[src/rtl/ap_perf_pkg.sv]
// ap_perf_pkg: shared FSM/statistic encodings and saturating increment helper for the perf monitor
package ap_perf_pkg;
  typedef enum logic [1:0] {
    IDLE      = 2'd0,
    RUN       = 2'd1,
    WAIT_CONT = 2'd2
  } ch_state_e;
  typedef enum logic [2:0] {
    SEL_TXN      = 3'd0,
    SEL_LAST_LAT = 3'd1,
    SEL_MIN_LAT  = 3'd2,
    SEL_MAX_LAT  = 3'd3,
    SEL_STALL    = 3'd4,
    SEL_ITER     = 3'd5,
    SEL_STATE    = 3'd6
  } stat_sel_e;
  // Counters up to 64 bits wide share this helper; the value sticks at the w-bit all-ones maximum.
  function automatic logic [63:0] sat_inc(input logic [63:0] v, input int unsigned w);
    logic [63:0] m;
    m = (w >= 64) ? '1 : ((64'd1 << w) - 64'd1);
    return (v >= m) ? m : v + 64'd1;
  endfunction
endpackage

[src/rtl/ap_chan_stats.sv]
// ap_chan_stats: start/done handshake FSM and saturating statistics for one monitored channel
module ap_chan_stats
  import ap_perf_pkg::*;
#(
  parameter int CNT_W = 32
) (
  input  logic             clock,
  input  logic             reset,
  input  logic             upd,
  input  logic             clr,
  input  logic             ap_start,
  input  logic             ap_done,
  input  logic             ap_continue,
  input  logic             iter_enable,
  input  logic             iter_block,
  output logic [CNT_W-1:0] txn,
  output logic [CNT_W-1:0] last_lat,
  output logic [CNT_W-1:0] min_lat,
  output logic [CNT_W-1:0] max_lat,
  output logic [CNT_W-1:0] stall,
  output logic [CNT_W-1:0] iter,
  output ch_state_e        state,
  output logic             busy
);
  logic [CNT_W-1:0] lat_cnt, cur_lat;
  logic done_now, lat_step;
  ch_state_e next_state, done_state;

  function automatic logic [CNT_W-1:0] inc(input logic [CNT_W-1:0] v);
    return CNT_W'(sat_inc(64'(v), CNT_W));
  endfunction

  // cur_lat is the latency including the current cycle; an accepting IDLE cycle counts as 1
  always_comb begin
    done_state = ap_continue ? IDLE : WAIT_CONT;
    done_now   = ap_done && ((state == IDLE && ap_start) || state == RUN);
    lat_step   = state == RUN || (state == IDLE && ap_start);
    cur_lat    = state == IDLE ? CNT_W'(1) : inc(lat_cnt);
    next_state = state == IDLE ? (ap_start ? (ap_done ? done_state : RUN) : IDLE)
               : state == RUN  ? (ap_done ? done_state : RUN)
               : (ap_continue ? IDLE : WAIT_CONT);
  end

  always_ff @(posedge clock) begin
    if (reset) begin
      state    <= IDLE;
      busy     <= 1'b0;
      lat_cnt  <= '0;
      txn      <= '0;
      last_lat <= '0;
      min_lat  <= '1;
      max_lat  <= '0;
      stall    <= '0;
      iter     <= '0;
    end else begin
      state <= next_state;
      busy  <= next_state != IDLE;
      if (lat_step) lat_cnt <= cur_lat;
      if (clr) begin
        txn      <= '0;
        last_lat <= '0;
        min_lat  <= '1;
        max_lat  <= '0;
        stall    <= '0;
        iter     <= '0;
      end else if (upd) begin
        if (done_now) begin
          txn      <= inc(txn);
          last_lat <= cur_lat;
          if (cur_lat > max_lat) max_lat <= cur_lat;
          if (cur_lat < min_lat) min_lat <= cur_lat;
        end
        if (state == WAIT_CONT && !ap_continue) stall <= inc(stall);
        if (iter_enable && !iter_block && state != IDLE) iter <= inc(iter);
      end
    end
  end
endmodule

[src/rtl/ap_ctrl_perf_monitor.sv]
// ap_ctrl_perf_monitor: multi-channel ap_ctrl handshake performance monitor with registered read port
module ap_ctrl_perf_monitor
  import ap_perf_pkg::*;
#(
  parameter int N_CH  = 4,
  parameter int CNT_W = 32,
  parameter int CH_W  = (N_CH > 1) ? $clog2(N_CH) : 1
) (
  input  logic             clock,
  input  logic             reset,
  input  logic             enable,
  input  logic             clear,
  input  logic             finish,
  input  logic [N_CH-1:0]  ap_start,
  input  logic [N_CH-1:0]  ap_done,
  input  logic [N_CH-1:0]  ap_continue,
  input  logic [N_CH-1:0]  iter_enable,
  input  logic [N_CH-1:0]  iter_block,
  input  logic [CH_W-1:0]  rd_ch,
  input  logic [2:0]       rd_sel,
  output logic [CNT_W-1:0] rd_data,
  output logic [N_CH-1:0]  busy,
  output logic             all_idle
);
  logic freeze;
  logic [CNT_W-1:0] rd_val;
  logic [CNT_W-1:0] txn [N_CH];
  logic [CNT_W-1:0] last_lat [N_CH];
  logic [CNT_W-1:0] min_lat [N_CH];
  logic [CNT_W-1:0] max_lat [N_CH];
  logic [CNT_W-1:0] stall [N_CH];
  logic [CNT_W-1:0] iter [N_CH];
  ch_state_e state [N_CH];

  for (genvar i = 0; i < N_CH; i++) begin : g_ch
    ap_chan_stats #(.CNT_W(CNT_W)) u_ch (
      .clock       (clock),
      .reset       (reset),
      .upd         (enable && !freeze),
      .clr         (clear),
      .ap_start    (ap_start[i]),
      .ap_done     (ap_done[i]),
      .ap_continue (ap_continue[i]),
      .iter_enable (iter_enable[i]),
      .iter_block  (iter_block[i]),
      .txn         (txn[i]),
      .last_lat    (last_lat[i]),
      .min_lat     (min_lat[i]),
      .max_lat     (max_lat[i]),
      .stall       (stall[i]),
      .iter        (iter[i]),
      .state       (state[i]),
      .busy        (busy[i])
    );
  end

  assign all_idle = ~|busy;

  always_comb begin
    rd_val = '0;
    if (int'(rd_ch) < N_CH) begin
      case (rd_sel)
        SEL_TXN:      rd_val = txn[rd_ch];
        SEL_LAST_LAT: rd_val = last_lat[rd_ch];
        SEL_MIN_LAT:  rd_val = min_lat[rd_ch];
        SEL_MAX_LAT:  rd_val = max_lat[rd_ch];
        SEL_STALL:    rd_val = stall[rd_ch];
        SEL_ITER:     rd_val = iter[rd_ch];
        SEL_STATE:    rd_val = CNT_W'(state[rd_ch]);
        default:      rd_val = '0;
      endcase
    end
  end

  // freeze takes effect the cycle after finish, so events in the finish cycle still count
  always_ff @(posedge clock) begin
    if (reset) begin
      freeze  <= 1'b0;
      rd_data <= '0;
    end else begin
      freeze  <= freeze | finish;
      rd_data <= rd_val;
    end
  end
endmodule

[config.mk]
export PLATFORM = sky130hd
export DESIGN_NAME = ap_ctrl_perf_monitor
export DESIGN_NICKNAME = d
export VERILOG_FILES = /design/src/rtl/ap_perf_pkg.sv /design/src/rtl/ap_chan_stats.sv /design/src/rtl/ap_ctrl_perf_monitor.sv
export SDC_FILE = /design/constraint.sdc
export NUM_CORES = 2
export LEC_CHECK = 0
export BUFFER_PORTS_ARGS = -buffer_cell sky130_fd_sc_hd__buf_2
export CORE_AREA = 2 2 309 281
export DETAILED_ROUTE_END_ITERATION = 16
export DIE_AREA = 0 0 311 283
export MAX_ROUTING_LAYER = met4
export PLACE_DENSITY = 0.77
export SYNTH_ARGS = -nofsm -noshare
export SYNTH_HDL_FRONTEND = slang
export SYNTH_HIERARCHICAL = 1
export SYNTH_SLANG_ARGS = --single-unit
[constraint.sdc]
create_clock -name clock -period 10.25 [get_ports clock]
set_input_delay 0.5125 -clock clock [delete_from_list [all_inputs] [get_ports clock]]
set_output_delay 0.5125 -clock clock [all_outputs]
set_load 0.01 [all_outputs]
Word-level counts from Yosys, hierarchy flattened
Index checks and enable logic that the tools add are counted.
- bitwise gates (word level): 2
- reductions and logical operators: 70
- eq/ne operators: 14
- shifts and indexed selects: 0
- mux-type cells: 62
- div/mod/pow operators: 0
- multipliers: 0
- add/sub/neg operators: 16
- magnitude comparators: 25
- operator list (operator ; count):
    2-to-1 mux 32 bit ; 32
    adder 32 x 1 -> 32 bit, second input constant ; 16
    >= comparator 32 bit, second input constant ; 16
    binary-select mux 32 bit (select 2 bit) ; 6
    one-hot mux 32 bit (7 select lines) ; 1
    greater-than comparator 32 bit ; 4
    less-than comparator 32 bit ; 4
    2-to-1 mux 2 bit ; 22
    AND reduction 2 bit ; 12
    AND reduction 3 bit ; 8
    logical AND 1 bit ; 21
    nonzero test 2 bit ; 8
    zero test 1 bit ; 10
    == test 3 bit, second input constant ; 3
    == test 2 x 1 -> 1 bit, second input constant ; 4
    == test 2 bit, second input constant ; 4
    zero test 2 bit ; 4
    == test 3 x 2 -> 1 bit, second input constant ; 2
    binary-select mux 2 bit (select 2 bit) ; 1
    logical OR 1 bit ; 4
    OR reduction 4 bit ; 1
    == test 3 x 1 -> 1 bit, second input constant ; 1
    >= comparator 3 bit, second input constant ; 1
    zero test 3 bit ; 1
    3 further kinds ; 3
- RAM bits: 0
- memory bits (read-only): 0
- word-level logic and storage cells: 227
- bits in latches: 0
- output and inout bits: 37
- memories: 0
- bits of input ports: 30
- bits in registers: 941

Depth between registers and ports, before layout
- word-level depth: 5
- depth in mapped cells: 19

Modules after synthesis
Netlist, hierarchy kept.
- by module, submodules not included (module ; cells an instance ; area each (sq um) ; instances):
    ap_chan_stats (g_ch[0].u_ch ...) ; 1504 ; 11918.9 ; 3
    ap_chan_stats (g_ch[3].u_ch) ; 1481 ; 12055.3 ; 1
    ap_ctrl_perf_monitor ; 722 ; 6840.3 ; 1

Worst setup path after synthesis
Ideal clock, no wire load.
- kind: register -> register
- from: reg g_ch[0].u_ch.lat_cnt[0]
- to: reg g_ch[0].u_ch.min_lat[24]
- slack: 6.253 ns
- stages on the path, launching flop included: 18
- period minus slack after synthesis: 3.997 ns
- required time: 10.176 ns
- arrival: 3.923 ns
- cells stage by stage: dfxtp_1 ha_1 nand4_1 or4_4 buf_6 or3_1 xor2_1 a21oi_2 ha_1 nand4_1 or4b_2 a21o_1 o211ai_1 a31o_1 buf_4 buf_4 nor3_1 a31oi_1
- cells in the longest elaborated chain, start to end: 5
- elaborated cells on any way between the ends: 6
- classes of those cells: 1 x add/sub; 2 x order compare; 2 x mux; 1 x reduce/logical
- RTL lines (what ; line ; source):
    from (decl) ; ap_chan_stats.sv:25 ; logic [CNT_W-1:0] lat_cnt, cur_lat;
    from (signal assigned) ; ap_chan_stats.sv:58 ; if (lat_step) lat_cnt <= cur_lat;
    adder 32 x 1 -> 32 bit / >= comparator 32 bit (equally long branches) ; ap_perf_pkg.sv:21 ; return (v >= m) ? m : v + 64'd1;
    2-to-1 mux 32 bit (*) ; ap_perf_pkg.sv:21 ;
    2-to-1 mux 32 bit (*) ; ap_chan_stats.sv:38 ; cur_lat = state == IDLE ? CNT_W'(1) : inc(lat_cnt);
    via g_ch[0].u_ch.cur_lat[26] ; ap_chan_stats.sv:25 ;
    less-than comparator 32 bit (*) ; ap_chan_stats.sv:71 ; if (cur_lat < min_lat) min_lat <= cur_lat;
    AND reduction 3 bit (no line) (*) ; - ;
    to (signal assigned) ; ap_chan_stats.sv:71 ;
    to (decl) ; ap_chan_stats.sv:18 ; output logic [CNT_W-1:0] min_lat,
The timed path passes the listed nets; every way through them passes the cells marked *.
A chain may end at the register's enable or synchronous reset.

Worst setup path after layout
- from: reg g_ch[0].u_ch.lat_cnt[4]
- to: reg g_ch[0].u_ch.max_lat[5]
- cells in the longest elaborated chain, start to end: 5
- elaborated cells on any way between the ends: 6
- classes of those cells: 1 x add/sub; 2 x order compare; 2 x mux; 1 x reduce/logical
- RTL lines (what ; line ; source):
    adder 32 x 1 -> 32 bit / >= comparator 32 bit (equally long branches) ; ap_perf_pkg.sv:21 ;
    2-to-1 mux 32 bit (*) ; ap_perf_pkg.sv:21 ;
    2-to-1 mux 32 bit (*) ; ap_chan_stats.sv:38 ;
    via g_ch[0].u_ch.cur_lat[9] ; ap_chan_stats.sv:25 ;
    greater-than comparator 32 bit (*) ; ap_chan_stats.sv:70 ; if (cur_lat > max_lat) max_lat <= cur_lat;
    AND reduction 3 bit (no line) (*) ; - ;
    to (signal assigned) ; ap_chan_stats.sv:70 ;
    to (decl) ; ap_chan_stats.sv:19 ; output logic [CNT_W-1:0] max_lat,
Marked as above.

==> results.yml <==
cts:
  clk_pin_slew_worst_paths_ps: 70
  cts_buffers: 98
  clk_latency_ps: 700
  root_buffer: "clkbuf_16"
  cts_sinks: 941
  postCtsSetupRepairBufs: 0
  clock_path_buffers: 3
  post_cts_resized: 0
  cts_tree: "built"
  ctsHtreeMaxLevel: 3
  hold_buffers: 0
floorplan:
  start_util_pct: 64.3
  pin_count: 67
  rows: 102
  die_h_um: 283
  dieArea_um2: 88000
  die_x_um: 311
  core_area_um2: 85000
yosys:
  synth.net_count: 7007
  yosysWarnings: 6
  yosysTopAreaCell: "dfxtp_1"
  ys.flop_type: "dfxtp_1"
  synth_top_area_share_pct: 34.5
  synth_edf_count: 0
  syn_inst: 6715
  seq_area_frac_synth_pct: 34.5
  syn_avg_cell_area_um2: 8.14
  synthArstFlopShare_pct: 0
  ys_ff_latch: 941
  synth.cell_area_um2: 54700
  ys_types: 96
  synth_area_leaders: "dfxtp_1, a21oi_1, ha_1, mux2i_1, nand2_1"
cells_and_area:
  regArea_um2: 18800
  nNetsFinal: 6843
  drive_gt1_share_pct: 8.02
  final_common_cell: "dfxtp_1"
  fill_cells: 7074
  mostFrequentLayoutCells: "dfxtp_1, a21oi_1, nand2_1"
  finalNonFillerCells: 7787
  area.growth.synth_to_final_pct: 7.48
  multi_input_area_um2: 32800
  stdcell_area_um2: 58700
routing:
  drcViolationCount: 0
  postRouteAntennaNets: 0
  firstDrtPassIters: 6
  initialDrtViolationCount: 7879
  wl_um: 196000
  wl_per_cell_um: 25.1
  routed-via-count: 52600
  vias_per_cell: 6.75
setup_path:
  crit_end: "g_ch[0].u_ch/max_lat[5]$_SDFFE_PP0P_"
  crit_required_ps: 10860
  rr_startpoint: "g_ch[0].u_ch/lat_cnt[4]$_SDFFE_PP0N_"
  crit_path_start_kind: "flop"
  r2r_slack_ps: 4040
  crit_path_top_delay_cell: "nand3_1"
  worstPathArrival_ps: 6820
  cp-startpoint: "g_ch[0].u_ch/lat_cnt[4]$_SDFFE_PP0N_"
  r2r-end: "g_ch[0].u_ch/max_lat[5]$_SDFFE_PP0P_"
  worst_setup_path_end_kind: "flop"
  rr_worst_depth: 13
  crit_type: "reg2reg"
  cp_cell_sequence: "nand4_4 -> nor4_1 -> nand3_1 -> a21oi_1 -> ha_1 -> nand2_1 -> or4_1 -> a21oi_1 -> a2111oi_0 -> a311oi_1 -> a211o_2 -> nand3_1 -> a21oi_1"
  cp_max_fo: 31
  critPathMaxStageDelay_ps: 940
  crit_path_frequent_cell: "a21oi_1"
power_and_ir_drop:
  p_per_area_nw_per_um2: 135
  power.total_uw: 7940
  leakagePower_uw: 0.0217
  vdd_ir_drop_max_uv: 136
placement:
  place_area_um2: 55300
  io_buffers: 66
  dp_cells: 7595
  dp_hpwl_um: 144000
  finalWeightedCongestion: 1.08
min_path:
  hold_class: "in2reg"
job:
  cap_violations: 0
timing:
  layout_min_cycle_time_ps: 6210
  fmax_mhz: 161
  worstMarginPinSlew_ps: 1230
  fin_skew_ps: 18.7
  setup_viol: 0
  slew_headroom_pct: 15.4
  worst_hold_slack_ps: 46.7
  final_hold_viol_count: 0
  rsz0062_at_grt: "false"
  post-route-period-util_pct: 60.6
  slew_viol_final: 0
  fin_setup_tns_ps: 0
global_routing:
  grt_pass1_wl_um: 291000
  grt.total_usage_pct: 44.0
  overflow: 0
  antenna_found_initial: 15
  grt_pass1_vias: 46800
  grt_max_degree: 99
outcome:
  outcome: "finished clean"
[metal layers]
layer	vias up	share of wire, %	track usage [%]
li1	24000	-	-
met4	0	6.1	22.4
met1	25100	41	59.2
met3	532	11	9.01
met2	2957	42	62.4
met5	-	0	-
[synthesized netlist by cell type (53+ instances only)]
cell / instances
and4_1: 53
a31oi_1: 149
dfxtp_1: 941
inv_1: 310
and3_1: 90
nand4_1: 194
nand2_1: 688
mux2i_1: 272
ha_1: 262
clkbuf_1: 266
o21ai_0: 245
a211oi_1: 63
a21oi_1: 794
nor2_1: 421
o22ai_1: 128
mux4_2: 66
buf_2: 109
xnor2_1: 156
nand3_1: 324
o21ai_1: 93
nor3_1: 230
xor2_1: 229
[registers in the layout (all words and copies together) (netlist names)]
register / flops
g_ch.u_ch/busy: 4
g_ch.u_ch/txn: 128
g_ch.u_ch/state: 8
g_ch.u_ch/min_lat: 128
g_ch.u_ch/lat_cnt: 128
g_ch.u_ch/max_lat: 128
rd_data: 32
g_ch.u_ch/last_lat: 128
g_ch.u_ch/iter: 128
freeze: 1
g_ch.u_ch/stall: 128
[worst max-delay path, delay by kind of cell, from the launching register on]
| family | cells | cell delay (ps) |
|---|---|---|
| and+or+nand+nor | 6 | 2760 |
| DFF | 1 | 510 |
| adders and majority gates | 1 | 240 |
| AOI/OAI and AO/OA | 6 | 2600 |
[final cells by class]
cell class              instances  share of cell area (%)
multi-input cells            5032                    55.8
flip-flops and latches        941                    32.1
diodes                         10                  0.0426
repair buffers                168                    1.91
inverters                     310                    1.98
well taps                    1144                    2.44
clock inverters                42                   0.878
clock buffers                 140                    4.89
[cells by family (layout without fill, tap and decap cells)]
logic type	Yosys count	in the layout	share of synthesized area, %
buffers and inverters	742	660	5.79
flip-flops	941	941	34.5
multiplexers	340	340	7.74
adder cells (fa/ha/maj)	262	262	6.00
AO/OA/AOI/OAI	1786	1786	19.4
AND/OR/NAND/NOR	2259	2259	20.4
other	0	10	0
XOR/XNOR	385	385	6.17
[through the flow]
step,setup slack (ps),util (%)
floorplan,6250,-
global placement,4400,65.1
detailed placement,4300,65.1
CTS,4280,69.1
global route,3750,69.1
finish,4040,69.1
[worst min-delay path by stage]
stage,from,to,slack (ps),depth (start not counted)
finish,ap_continue[2],g_ch[2].u_ch/state[1]$_SDFF_PP0_,50,2
global route,ap_continue[2],g_ch[2].u_ch/state[1]$_SDFF_PP0_,50,2
CTS,ap_continue[2],g_ch[2].u_ch/state[1]$_SDFF_PP0_,30,2
detailed placement,g_ch[1].u_ch/last_lat[28]$_SDFFE_PP0P_,g_ch[1].u_ch/last_lat[28]$_SDFFE_PP0P_,450,2
global placement,g_ch[3].u_ch/last_lat[26]$_SDFFE_PP0P_,g_ch[3].u_ch/last_lat[26]$_SDFFE_PP0P_,440,2
floorplan,g_ch[2].u_ch/last_lat[8]$_SDFFE_PP0P_,g_ch[2].u_ch/last_lat[8]$_SDFFE_PP0P_,430,2
[power breakdown]
part	switching (uW)	total [uW]	leakage, uW	internal [uW]
clock	1590	3790	0.00168	2200
sequential	26.4	3700	0.00759	3680
combinational	331	442	0.0124	111
total	1940	7940	0.0217	5990
Power figures use the tool's default switching activity.
